**config.mk**
```make
export PLATFORM = sky130hd
export DESIGN_NAME = elevator_floor_ctrl
export DESIGN_NICKNAME = d
export VERILOG_FILES = /design/src/rtl/elevator_pkg.sv /design/src/rtl/elev_timer.sv /design/src/rtl/elevator_floor_ctrl.sv
export SDC_FILE = /design/constraint.sdc
export NUM_CORES = 1
export LEC_CHECK = 0
export CORE_MARGIN = 5
export CORE_UTILIZATION = 38
export CTS_CLUSTER_SIZE = 30
export DETAILED_ROUTE_END_ITERATION = 7
export SLEW_MARGIN = 20
export SYNTH_ARGS = -nofsm -noshare
export SYNTH_HDL_FRONTEND = slang
export SYNTH_SLANG_ARGS = --single-unit
export TNS_END_PERCENT = 50
```
**constraint.sdc**
```tcl
create_clock -name clk -period 7.2 [get_ports clk]
set_clock_uncertainty 0.2 [all_clocks]
set_input_delay 1.8 -clock clk [delete_from_list [all_inputs] [get_ports clk]]
set_output_delay 1.8 -clock clk [all_outputs]
set_load 0.02 [all_outputs]
```
**src/rtl/elevator_pkg.sv**
```systemverilog
// Shared state type and floor encoding for the elevator controller and the
// VGA display stage that consumes now_floor.
package elevator_pkg;

  localparam int N_FLOORS = 4;
  localparam int FLOOR_W  = 2;

  typedef enum logic [1:0] {
    IDLE      = 2'd0,
    MOVE_UP   = 2'd1,
    MOVE_DOWN = 2'd2,
    DOOR_OPEN = 2'd3
  } elev_state_e;

  localparam logic [FLOOR_W-1:0] FLOOR_1   = 2'd0;
  localparam logic [FLOOR_W-1:0] FLOOR_2   = 2'd1;
  localparam logic [FLOOR_W-1:0] FLOOR_3   = 2'd2;
  localparam logic [FLOOR_W-1:0] FLOOR_4   = 2'd3;
  localparam logic [FLOOR_W-1:0] FLOOR_BOT = FLOOR_1;
  localparam logic [FLOOR_W-1:0] FLOOR_TOP = FLOOR_4;

  // Request bits strictly above / below floor f.
  function automatic logic [N_FLOORS-1:0] above_mask(input logic [FLOOR_W-1:0] f);
    case (f)
      FLOOR_1: above_mask = 4'b1110;
      FLOOR_2: above_mask = 4'b1100;
      FLOOR_3: above_mask = 4'b1000;
      default: above_mask = 4'b0000;
    endcase
  endfunction

  function automatic logic [N_FLOORS-1:0] below_mask(input logic [FLOOR_W-1:0] f);
    case (f)
      FLOOR_1: below_mask = 4'b0000;
      FLOOR_2: below_mask = 4'b0001;
      FLOOR_3: below_mask = 4'b0011;
      default: below_mask = 4'b0111;
    endcase
  endfunction

endpackage

```
**src/rtl/elev_timer.sv**
```systemverilog
// Up-counter shared by travel and door timing: synchronous clear back to 0,
// terminal-count flag when the count equals tc_val.
module elev_timer #(
  parameter int W = 28
) (
  input  logic         clk,
  input  logic         rst_n,
  input  logic         clr,
  input  logic         en,
  input  logic [W-1:0] tc_val,
  output logic         tc
);

  logic [W-1:0] cnt_q, cnt_d;

  always_comb begin
    cnt_d = cnt_q;
    if (clr) begin
      cnt_d = '0;
    end else if (en) begin
      cnt_d = cnt_q + 1'b1;
    end
  end

  always_ff @(posedge clk or negedge rst_n) begin
    if (!rst_n) begin
      cnt_q <= '0;
    end else begin
      cnt_q <= cnt_d;
    end
  end

  assign tc = (cnt_q == tc_val);

endmodule

```
**src/rtl/elevator_floor_ctrl.sv**
```systemverilog
// Four-floor elevator car controller: latches calls, moves the car with a
// SCAN policy and times floor travel and door dwell.
//
//   state     | meaning
//   IDLE      | parked, door closed, waiting for a request
//   MOVE_UP   | travelling one floor up per FLOOR_CYCLES
//   MOVE_DOWN | travelling one floor down per FLOOR_CYCLES
//   DOOR_OPEN | stopped at now_floor, door open for DOOR_CYCLES
module elevator_floor_ctrl
  import elevator_pkg::*;
#(
  parameter int FLOOR_CYCLES = 100_000_000,
  parameter int DOOR_CYCLES  = 200_000_000,
  parameter int CNT_W        = 28
) (
  input  logic       clk,
  input  logic       rst,
  input  logic [3:0] btn,
  output logic [1:0] now_floor,
  output logic       dir_up,
  output logic       moving,
  output logic       door_open,
  output logic [3:0] req_pending
);

  elev_state_e       state_q, state_d;
  logic [1:0]        floor_q, floor_d;
  logic              dir_q, dir_d;
  logic              moving_q, moving_d;
  logic              door_q, door_d;
  logic [3:0]        req_q, req_d;
  logic [1:0]        next_floor;
  logic              above, below, here_btn, going_up, at_end;
  logic              timer_clr, timer_en, timer_tc;
  logic [CNT_W-1:0]  tc_val;

  assign tc_val   = (state_q == DOOR_OPEN) ? CNT_W'(DOOR_CYCLES - 1) : CNT_W'(FLOOR_CYCLES - 1);
  assign timer_en = (state_q != IDLE);

  elev_timer #(.W(CNT_W)) u_timer (
    .clk    (clk),
    .rst_n  (rst),
    .clr    (timer_clr),
    .en     (timer_en),
    .tc_val (tc_val),
    .tc     (timer_tc)
  );

  always_comb begin
    state_d    = state_q;
    floor_d    = floor_q;
    dir_d      = dir_q;
    req_d      = req_q | btn;
    timer_clr  = 1'b0;
    next_floor = floor_q;
    above      = |(req_q & above_mask(floor_q));
    below      = |(req_q & below_mask(floor_q));
    here_btn   = btn[floor_q];
    going_up   = (state_q == MOVE_UP);
    at_end     = going_up ? (floor_q == FLOOR_TOP) : (floor_q == FLOOR_BOT);

    case (state_q)
      IDLE: begin
        timer_clr = 1'b1;
        if (here_btn) begin
          // A call at the parked floor just opens the door; it is never queued.
          state_d             = DOOR_OPEN;
          req_d[floor_q]      = req_q[floor_q];
        end else if (above && below) begin
          state_d = dir_q ? MOVE_UP : MOVE_DOWN;
        end else if (above) begin
          state_d = MOVE_UP;
          dir_d   = 1'b1;
        end else if (below) begin
          state_d = MOVE_DOWN;
          dir_d   = 1'b0;
        end
      end

      MOVE_UP, MOVE_DOWN: begin
        if (timer_tc) begin
          timer_clr = 1'b1;
          if (at_end) begin
            state_d = IDLE;
          end else begin
            next_floor = going_up ? floor_q + 2'd1 : floor_q - 2'd1;
            floor_d    = next_floor;
            if (req_q[next_floor]) begin
              state_d           = DOOR_OPEN;
              req_d[next_floor] = 1'b0;
            end else if (going_up ? (next_floor == FLOOR_TOP) : (next_floor == FLOOR_BOT)) begin
              state_d = IDLE;
            end
          end
        end
      end

      DOOR_OPEN: begin
        if (here_btn) begin
          timer_clr      = 1'b1;
          req_d[floor_q] = req_q[floor_q];
        end else if (timer_tc) begin
          timer_clr = 1'b1;
          if (dir_q ? above : below) begin
            state_d = dir_q ? MOVE_UP : MOVE_DOWN;
          end else if (dir_q ? below : above) begin
            state_d = dir_q ? MOVE_DOWN : MOVE_UP;
            dir_d   = ~dir_q;
          end else begin
            state_d = IDLE;
          end
        end
      end

      default: state_d = IDLE;
    endcase

    moving_d = (state_d == MOVE_UP) || (state_d == MOVE_DOWN);
    door_d   = (state_d == DOOR_OPEN);
  end

  always_ff @(posedge clk or negedge rst) begin
    if (!rst) begin
      state_q  <= IDLE;
      floor_q  <= FLOOR_1;
      dir_q    <= 1'b1;
      moving_q <= 1'b0;
      door_q   <= 1'b0;
      req_q    <= '0;
    end else begin
      state_q  <= state_d;
      floor_q  <= floor_d;
      dir_q    <= dir_d;
      moving_q <= moving_d;
      door_q   <= door_d;
      req_q    <= req_d;
    end
  end

  assign now_floor   = floor_q;
  assign dir_up      = dir_q;
  assign moving      = moving_q;
  assign door_open   = door_q;
  assign req_pending = req_q;

endmodule

```
# Yosys cells after proc, flatten, opt, wreduce, memory -nomap -nowiden
# Cells that the tools add are included.
classes:
  bitwise: 7
  n_mul: 0
  n_addsub: 3
  n_lt_le_gt_ge: 4
  n_shift: 0
  n_reduce_logical: 16
  n_mux: 53
  n_eq_ne: 18
  div_mod_pow: 0
op_table:
  columns: ["op", "count"]
  rows:
  - ["28-bit 2-to-1 mux", 3]
  - ["2-bit 2-to-1 mux", 15]
  - ["28-bit by 1-bit adder with 28-bit output, second input constant", 1]
  - ["28-bit equality test", 1]
  - ["1-bit 2-to-1 mux", 19]
  - ["4-bit 2-to-1 mux", 4]
  - ["2-bit equality test, second input constant", 7]
  - ["4-bit AND", 3]
  - ["4-bit case mux with 3 select lines", 1]
  - ["2-bit != test, second input constant", 5]
  - ["3-bit case mux with 3 select lines", 1]
  - ["4-bit case mux with 2 select lines", 1]
  - ["8-bit AND reduction", 1]
  - ["4-bit OR reduction", 2]
  - ["1-bit binary-select mux with 2-bit select", 3]
  - ["2-bit by 1-bit equality test with 1-bit output, second input constant", 3]
  - ["2-bit logical NOT", 3]
  - ["2-bit by 3-bit less-than comparator with 1-bit output, second input constant", 2]
  - ["2-bit case mux with 3 select lines", 1]
  - ["2-bit nonzero test", 3]
  - ["4-bit bitwise mux", 1]
  - ["1-bit demux with 2-bit select", 2]
  - ["2-bit by 1-bit >= comparator with 1-bit output, second input constant", 2]
  - ["4-bit inverter", 1]
  - ["other kinds (12)", 16]
totals:
  rom_bits: 0
  mem_count: 0
  reg_bits: 39
  out_inout_bits: 9
  mem_bits_rw: 0
  in_bits: 6
  latchBits: 0

# Logic depth before layout (Yosys ltp)
logic_depth:
  depth_word: 12
  depth_mapped: 10

# Hierarchy
# Synthesis repeated with hierarchy kept, for this count alone.
unflattened:
  hier_cells: 301
  hier_area_um2: 2771.4
by_module_without_submodules:
  columns: ["mod", "seq_area_each_um2", "instances", "cells_each", "area_each_um2"]
  rows:
  - ["elev_timer", 700.7, 1, 195, 1795.5]
  - ["elevator_floor_ctrl", 276.5, 1, 106, 975.9]

# Worst setup path after synthesis
# No wires, ideal clock.
synth_path:
  path_kind: "in2reg"
  from: "input port btn[3]"
  to: "register moving_q (netlist: moving)"
  t_arrival_ps: 3222
  setup_time_ps: 126
  n_path_buf: 1
  required_time_ps: 6874
  setup_slack_ps: 3652
  cell_stages: 6
  path_cell_list: "mux4_2 > buf_6 > nor4b_4 > o21ai_1 > a32oi_1 > ha_1"
synth_via:
  elab_chain_cells: 6
synth_lines:
  columns: ["item", "line", "rtl"]
  rows:
  - ["start: declaration", "elevator_floor_ctrl.sv:18", "input logic [3:0] btn,"]
  - ["1-bit binary-select mux with 2-bit select (*)", "elevator_floor_ctrl.sv:58", "here_btn = btn[floor_q];"]
  - ["1-bit 2-to-1 mux (implied by the code) (*)", "elevator_floor_ctrl.sv:58", null]
  - ["2-bit 2-to-1 mux, on equally long branches", "elevator_floor_ctrl.sv:99, elevator_floor_ctrl.sv:65", null]
  - ["2-bit case mux with 3 select lines (*)", "elevator_floor_ctrl.sv:62", "case (state_q)"]
  - ["via state_d[1]", "elevator_floor_ctrl.sv:26", "elev_state_e state_q, state_d;"]
  - ["2-bit by 1-bit equality test with 1-bit output or 2-bit equality test (tied branches)", "elevator_floor_ctrl.sv:118", "moving_d = (state_d == MOVE_UP) || (state_d == MOVE_DOWN);"]
  - ["1-bit logical OR (*)", "elevator_floor_ctrl.sv:118", null]
  - ["via moving_d", "elevator_floor_ctrl.sv:29", "logic moving_q, moving_d;"]
  - ["end signal: assignment", "elevator_floor_ctrl.sv:134", "moving_q <= moving_d;"]
  - ["end: declaration", "elevator_floor_ctrl.sv:29", null]
# The timed path passes the listed nets; every way through them passes the cells marked *. The select of a mux whose other input is x is not followed.
# A chain may end at the register's enable or synchronous reset.

# Final worst setup path
# Same ends and word-level chain as after synthesis.

==> metrics.txt <==
worst min-delay path category=reg2reg; Max Fclk=0.263 GHz; Die X=90.2 microns; CTS Hold Bufs=0; P&R area growth vs syn=10.8%; Ys Warns=0; wire per inst=14.1 microns; # IOs=15; Slew @ Worst Pin=881 ps; Longest Clk Path Bufs=2; row count=29; TritonCTS clock tree=done; Clock Root Buffer=clkbuf_8; Initial Util=38.7%; post-CTS setup buffer count=0; number of global-route vias before repair=1,867; Routed WL=4.87 mm; Antenna Cells=0; Final nets=284; Placeable Area=0.00631 sq mm; outcome=complete, no violations; placer congestion estimate=0.791; Max VDD drop=74.7 uV; global-route wire length before repair=8.88 mm; register bit total from synthesis=39; initial antenna violation count=0; placed cell count=337; cell count after synthesis=254; Post-Syn Area=0.00244 sq mm; Synth top area share=38.9%; most frequent cell after synthesis=nor2_1; crit path kind=in2reg; final std cells w/o fill=345; die height=90.2 microns; crit path cell chain=clkdlybuf4s50_1, mux4_2, nor4b_4, o21ai_1, a32oi_1, ha_1; Req. time, crit path=7190 ps; H-tree depth=2; IO Port Bufs=14; drt first pass iters=4; Detail Placement HPWL=3.45 mm; Largest delay share family, worst path=multiplexers; Worst-path clk slew=80 ps; Detail Route Antenna Nets=0; Slew HR=41.2%; post-synthesis sequential area ratio=40.0%; final hold viol count=0; endpoints failing setup=0; vias per cell=5.38; Clk Latency, worst-skew pair=300 ps; largest net degree at the start of global routing=40; Crit Path Max Fanout=12; cell accounting for the most synthesized area=dfrtp_1; EDFF count, synth=0; syn nets=271; Critical Path AT=3790 ps; Synth cell types=53; Sink Count=39; via count=1,857; DRT iter0 DRCs=58; proportion of layout cells with a drive suffix above 1=7.84%; number of max-cap violations=0; CTS Buf Count=5; grt ovf=0; crit end category=flop; fin crit share=52.8%; syn avg cell area=9.62 sq um; RSZ-0062 raised after global routing=false; drt drc=0; P_leak=0.00107 uW; DIE AREA=0.00813 sq mm; Total Routing Usage GR=13.0%; synth cell count leaders=nor2_1 (45), dfrtp_1 (38), nand2_1 (22); Slew Viols, Final=0; ys async rst share=100%; CP Launch Type=input port; ranking of synthesized cells by area=dfrtp_1 (39%), nor2_1 (6.9%), xor2_1 (6.5%); CP max-delay cell=mux4_2; PwrDens=147 mW/mm^2; critical path buffer and inverter count=1; Crit path largest cell delay=630 ps; post-CTS resize count=0; Top FF cell, synth=dfrtp_1; Final min period=3800 ps; Sum Neg Setup Slack=0 ps
state kept, by name, indices dropped and copies added (netlist names):
signal and count:
dir_up 1, u_timer.cnt_q 28, door_open 1, state_q 2, moving 1, now_floor 2
req_pending 4
cell usage in the layout, fill, tap and decap left out, types with 2 or more instances in the layout:
master,Yosys,routed
o22a_1,2,2
nand4_1,7,7
dfrtp_1,38,38
nor4_1,3,3
inv_1,8,8
nand3_1,6,6
nor3_1,5,5
mux4_2,3,3
o221ai_1,3,3
nor2b_1,3,3
o21ai_0,12,12
clkbuf_8,0,6
o21a_1,2,2
ha_1,11,11
xor2_1,18,18
mux2i_1,2,2
nand2b_1,2,2
o22ai_1,3,3
or3_1,3,3
nand2_1,22,22
a32oi_1,3,3
and3_1,3,3
clkdlybuf4s50_1,0,13
xnor2_1,13,13
nor2_1,45,45
nand4b_1,3,3
o211ai_1,2,2
nand3b_1,2,2
cell families (layout without fill, tap and decap cells):
kind of cell | count (synthesis) | after routing | share of synthesized area [%]
AO/OA/AOI/OAI | 37 | 37 | 10.7
XOR/XNOR | 31 | 31 | 11.1
adder cells (fa/ha/maj) | 11 | 11 | 5.64
buffers and inverters | 16 | 30 | 4.00
flip-flops | 39 | 39 | 40.0
multiplexers | 5 | 5 | 3.59
AND/OR/NAND/NOR | 115 | 115 | 25.0
power breakdown:
group	switching (uW)	internal, uW	leakage, uW
Combinational	10.2	4.74	0.000521
Clock	83.2	78.3	0.0000474
Sequential	1.44	220	0.000502
path summary, 6_finish.rpt:
| check | start | to | slack [ps] | cells after the start |
|---|---|---|---|---|
| setup reg to reg | state_q[0] | u_timer.cnt_q[8] | 4010 | 7 |
| min in group asynchronous | rst | moving | 1420 | 1 |
| hold reg to reg | dir_up | dir_up | 340 | 1 |
| hold / removal | dir_up | dir_up | 340 | 1 |
| setup / recovery | btn[3] | moving | 3400 | 6 |
| max in group asynchronous | rst | u_timer.cnt_q[7] | 4830 | 1 |
final cells by class:
| type | count | area [sq um] |
|---|---|---|
| Fill cell | 629 | 3610 |
| Multi-Input combinational cell | 199 | 1370 |
| Sequential cell | 39 | 977 |
| Timing Repair Buffer | 14 | 135 |
| Tap cell | 77 | 96.3 |
| Clock buffer | 6 | 82.6 |
| Inverter | 8 | 30.0 |
| Clock inverter | 2 | 16.3 |
per-layer routing:
metal,vias up,wire [microns],global-route usage [%]
met4,0,84,5.09
met5,-,0,0
li1,921,-,-
met3,7,157,2.59
met1,904,2300,17.3
met2,25,2330,20.6
per-stage QoR:
step           util (%)  power, uW  hold WS [ps]  setup slack (ps)  instance area [sq um]
2_1_floorplan         -        233           309              3650                   2440
3_3_place_gp       41.3        241           330              3080                   2610
3_5_place_dp       41.3        242           336              3060                   2610
4_1_cts            42.8        406           347              3380                   2710
5_1_grt            42.8        419           369              3230                   2710
6_report           42.8        398           344              3400                   2710
Power figures use the tool's default switching activity.
